==> src/rtl/constraint_sampler.sv <==
// rtl/constraint_sampler.sv - LFSR candidate generator with OR-mask rejection loop and valid/ready output
module constraint_sampler #(
  parameter int                WIDTH     = 25,
  parameter logic [WIDTH-1:0]  OR_MASK   = 25'h3c0e8c,
  parameter logic [31:0]       SEED      = 32'h1,
  parameter int                MAX_TRIES = 16
) (
  input  logic             clk,
  input  logic             rst,
  input  logic             seed_load,
  input  logic [31:0]      seed_val,
  input  logic [WIDTH-1:0] bias,
  input  logic             start,
  input  logic [15:0]      num_samples,
  output logic             out_valid,
  input  logic             out_ready,
  output logic [WIDTH-1:0] out_data,
  output logic             busy,
  output logic             done,
  output logic             fail,
  output logic [15:0]      total_rejects
);

  localparam logic [31:0] TAPS       = 32'h80200003;
  // An all-zero LFSR would lock up, so a zero seed is promoted to 1.
  localparam logic [31:0] SEED_EFF   = (SEED == 32'h0) ? 32'h1 : SEED;
  localparam logic [15:0] TRIES_LAST = 16'(MAX_TRIES - 1);

  typedef enum logic [1:0] {
    S_IDLE,
    S_GEN,
    S_HOLD,
    S_FAIL
  } state_t;

  state_t      state;
  logic [31:0] lfsr;
  logic [15:0] remaining;
  logic [15:0] tries;

  logic [31:0]      lfsr_next;
  logic [31:0]      seed_fixed;
  logic [WIDTH-1:0] cand;
  logic             cand_ok;

  // Candidate built from the current LFSR value, plus the Galois step and seed sanitising.
  always_comb begin
    lfsr_next  = lfsr[0] ? ((lfsr >> 1) ^ TAPS) : (lfsr >> 1);
    seed_fixed = (seed_val == 32'h0) ? 32'h1 : seed_val;
    cand       = lfsr[WIDTH-1:0] ^ bias;
    cand_ok    = |(cand | OR_MASK);
  end

  // Batch controller: the LFSR only moves in GEN, so a stalled HOLD freezes the sequence.
  always_ff @(posedge clk) begin
    if (rst) begin
      state         <= S_IDLE;
      lfsr          <= SEED_EFF;
      remaining     <= 16'h0;
      tries         <= 16'h0;
      out_valid     <= 1'b0;
      out_data      <= '0;
      busy          <= 1'b0;
      done          <= 1'b0;
      fail          <= 1'b0;
      total_rejects <= 16'h0;
    end else begin
      done <= 1'b0;
      case (state)
        S_IDLE, S_FAIL: begin
          // Seed load lands on the same edge as start, so GEN sees the new seed.
          if (seed_load) begin
            lfsr <= seed_fixed;
          end
          if (start) begin
            fail <= 1'b0;
            if (num_samples == 16'h0) begin
              done  <= 1'b1;
              state <= S_IDLE;
            end else begin
              remaining     <= num_samples;
              total_rejects <= 16'h0;
              tries         <= 16'h0;
              busy          <= 1'b1;
              state         <= S_GEN;
            end
          end
        end
        S_GEN: begin
          lfsr <= lfsr_next;
          if (cand_ok) begin
            out_data  <= cand;
            out_valid <= 1'b1;
            tries     <= 16'h0;
            state     <= S_HOLD;
          end else begin
            if (total_rejects != 16'hFFFF) begin
              total_rejects <= total_rejects + 16'h1;
            end
            tries <= tries + 16'h1;
            if (tries == TRIES_LAST) begin
              fail      <= 1'b1;
              busy      <= 1'b0;
              out_valid <= 1'b0;
              state     <= S_FAIL;
            end
          end
        end
        S_HOLD: begin
          if (out_valid && out_ready) begin
            out_valid <= 1'b0;
            if (remaining == 16'h1) begin
              remaining <= 16'h0;
              done      <= 1'b1;
              busy      <= 1'b0;
              state     <= S_IDLE;
            end else begin
              remaining <= remaining - 16'h1;
              state     <= S_GEN;
            end
          end
        end
        default: begin
          state <= S_IDLE;
        end
      endcase
    end
  end

endmodule
==> config.mk <==
export PLATFORM = sky130hd
export DESIGN_NAME = constraint_sampler
export DESIGN_NICKNAME = d
export VERILOG_FILES = /design/src/rtl/constraint_sampler.sv
export SDC_FILE = /design/constraint.sdc
export NUM_CORES = 1
export LEC_CHECK = 0
export CAP_MARGIN = 30
export CORE_MARGIN = 10
export CORE_UTILIZATION = 43
export DETAILED_ROUTE_END_ITERATION = 12
export PLACE_DENSITY = 0.81
export SLEW_MARGIN = 40
export SYNTH_ARGS = -nofsm -noshare
export SYNTH_HDL_FRONTEND = slang
export SYNTH_SLANG_ARGS = --single-unit
==> constraint.sdc <==
create_clock -name clk -period 2 [get_ports clk]
set_input_delay 0.4 -clock clk [delete_from_list [all_inputs] [get_ports clk]]
set_output_delay 0.4 -clock clk [all_outputs]
set_load 0.05 [all_outputs]
==> metrics.md <==
| Metric | Value |
|---|---|
| Status | complete, but fails checks |
| Failing checks | negative setup slack |
| Post-synth ARST share | 0 |
| Most frequent cells in the layout | clkdlybuf4s50_1, nor2_1, dfxtp_1, buf_4, a211oi_1 |
| WS Path Type | flop to flop |
| Max Cap Viol | 0 |
| Post-route clock skew | 8.54 ps |
| Final Max Slew Viols | 0 |
| Clock Tree Buf Depth | 2 |
| Number of global-route vias before repair | 3921 |
| Reg-to-reg setup timing slack | -50 ps |
| Final setup violation count | 4 |
| Min-delay src | rst |
| CP max FO | 6 |
| Synth Warn # | 0 |
| Arrival time at the worst endpoint | 2270 ps |
| Row count | 35 |
| NumNets Final | 694 |
| Reg2reg end | remaining[12]$_SDFFE_PP0P_ |
| Worst flop-to-flop path startpoint | remaining[1]$_SDFFE_PP0P_ |
| Worst path max stage delay | 500 ps |
| Distinct cells, synth | 50 |
| Initial antenna violation count | 0 |
| Pwr/cell area | 1640 nW/µm² |
| Total number of vias | 3888 |
| Post-synth EDFFs | 0 |
| CP top delay family | simple AND/OR/NAND/NOR gates |
| Residual DRC | 0 |
| Setup WS post-layout | -47.0 ps |
| Post-layout util | 0.632 |
| Post-Syn Area per Cell | 8.57 µm² |
| Hold Path Sink | state[1]$_SDFFE_PP0P_ |
| Worst vdd ir | 0.00108 V |
| First-pass GRT wire length | 19500 µm |
| Worst Tran Pin Value | 550 ps |
| Hpwl dp | 9480 µm |
| Hold depth | 2 |
| Commonest non-fill, non-tap cell in the layout | clkdlybuf4s50_1 |
| Startpoint Class | flop |
| CTS Root Cell | clkbuf_8 |
| Max-slew headroom | 0.632 |
| CTS tree | done |
| Register-to-Register Path Depth | 7 |
| Starting density of the core | 0.439 |
| Cells after Synth | 469 |
| Core box area | 9150 µm² |
| # IOs | 123 |
| Final ANT Viol Nets | 0 |
| Crit path buf inv count | 1 |
| Initial drt markers | 223 |
| Die area | 13600 µm² |
| Sequential area share after synthesis | 0.389 |
| Tot GR Track Use | 0.177 |
| Buffers on Ports | 105 |
| Leakage power total | 2.19 nW |
| Tightest Hold Check Type | primary input to flop |
| First-pass DRT Iterations | 6 |
| CP max stage cell | or4b_4 |
| Grt ovf | 0 |
| Critical path, cell by cell | inv_2, ha_4, or4b_4, o41a_1, and3_1, o21ai_1, a21oi_1 |
| Routed wire length | 12400 µm |
| Setup slack after placement | -139 ps |
| Largest net degree at the start of global routing | 89 |
| Diodes inserted | 0 |
| Layout cells sized above 1 | 0.173 |
| Fmax | 489 MHz |
| Min Hold Slack | 398 ps |
| Placer Congestion | 0.912 |
| Setup TNS | -102 ps |
| Final Hold Vio Count | 0 |
| Worst-path clk slew | 90 ps |
| Area Growth Syn to Fin | 44.0% |
| H-tree depth | 3 |
| Fin crit share | 1.02 |
| WL per Instance | 17.0 µm |
| Die Height | 117 µm |
| Total CTS buffers | 9 |
| Clk_lat worst skew | 340 ps |
| Synthesized area | 4020 µm² |
| Post-detailed-route via-to-cell ratio | 5.34 |
| Die width | 117 µm |
| #FFs+latches synth | 78 |
| CTS sink cnt | 78 |
| Cts-stage hold buffer count | 0 |
| Synth Flop Type | dfxtp_1 |
| Critical path capture point type | flop |
| Final worst path period need | 2050 ps |
| WP data required | 2220 ps |
| RSZ-0062 raised after global routing | true |
-- per-stage QoR --
step / instance area [µm²] / instances / power (mW)
after floorplan: 4090 / 485 / 6.21
after detailed placement: 5460 / 708 / 8.08
after CTS: 5690 / 727 / 9.33
final: 5790 / 728 / 9.46
after global routing: 5790 / 728 / 10.1
after global placement: 5460 / 708 / 7.95
-- per-layer routing --
| layer | share of wire | vias up | global-route usage |
|---|---|---|---|
| met2 | 0.49 | 112 | 0.302 |
| met3 | 0.076 | 12 | 0.0519 |
| met4 | 0.0076 | 0 | 0.0404 |
| met1 | 0.43 | 1805 | 0.215 |
| met5 | 0 | - | 0 |
| li1 | - | 1959 | - |
-- logic make-up after synthesis --
group                      after synthesis  share of synthesized area
xor gates and xnor gates                27                     0.0588
DFF                                     78                      0.389
and+or+nand+nor                        140                      0.163
other                                    1                   0.000933
muxes                                   33                     0.0825
adders and majority gates                4                     0.0125
buffers and inverters                   60                     0.0741
AOI/OAI and AO/OA                      126                      0.220
-- state kept, by name, indices dropped and copies added (netlist names) --
register   cells
remaining     16
out_data      25
state          2
out_valid      1
busy           1
lfsr          32
done           1
-- cell type report --
type	count	area [µm²]
Sequential cell	78	1560
Clock buffer	9	124
Timing Repair Buffer	166	1530
Fill cell	779	3370
Clock inverter	7	55.1
Tap cell	111	139
Multi-Input combinational cell	347	2340
Inverter	10	37.5
-- how the worst max path moves through the flow --
| stage | cells past startpoint | start | endpoint | slack, ps |
|---|---|---|---|---|
| after global routing | 7 | remaining[1]$_SDFFE_PP0P_ | state[0]$_SDFFE_PP0P_ | -70 |
| final | 7 | remaining[1]$_SDFFE_PP0P_ | remaining[12]$_SDFFE_PP0P_ | -50 |
| after floorplan | 8 | state[0]$_SDFFE_PP0P_ | remaining[11]$_SDFFE_PP0P_ | -30 |
| after CTS | 7 | remaining[1]$_SDFFE_PP0P_ | remaining[8]$_SDFFE_PP0P_ | -70 |
| after detailed placement | 6 | remaining[13]$_SDFFE_PP0P_ | remaining[15]$_SDFFE_PP0P_ | -140 |
| after global placement | 6 | out_ready | remaining[11]$_SDFFE_PP0P_ | -110 |
-- report_power, final --
| group | total, mW | leakage (nW) | internal (mW) | switching, mW |
|---|---|---|---|---|
| clock | 1.10 | 0.0866 | 0.464 | 0.635 |
| sequential | 2.69 | 0.645 | 2.20 | 0.485 |
| combinational | 5.67 | 1.45 | 2.45 | 3.22 |
| total | 9.46 | 2.19 | 5.12 | 4.34 |
-- synthesized netlist by cell type (3+ instances only) --
cell       n  area share
buf_4     17       0.032
o32ai_1    4      0.0087
a211oi_1  57        0.11
o21ai_0   18       0.022
nand2_1   10      0.0093
nand4_1    3      0.0047
or4_1      3      0.0056
nand3_1    3      0.0037
xnor2_1   27       0.059
clkbuf_1  27       0.025
nor2_1    81       0.076
a21oi_1   21       0.026
o21ai_1    5      0.0062
nor2b_1    6      0.0093
ha_1       4       0.012
buf_1      4      0.0037
mux2i_1   32       0.080
nor4_1    15       0.023
nor3_1     5      0.0062
or3_1      3      0.0047
dfxtp_1   78        0.39
inv_1     10      0.0093
-- what timing repair did --
item / 4_1_cts / 5_1_grt
endpoints found under the setup margin: 10 / 21
buffers inserted: 3 / 1
pin swaps: 6 / 8
resized for setup: 12 / 21
Power figures use the tool's default switching activity.
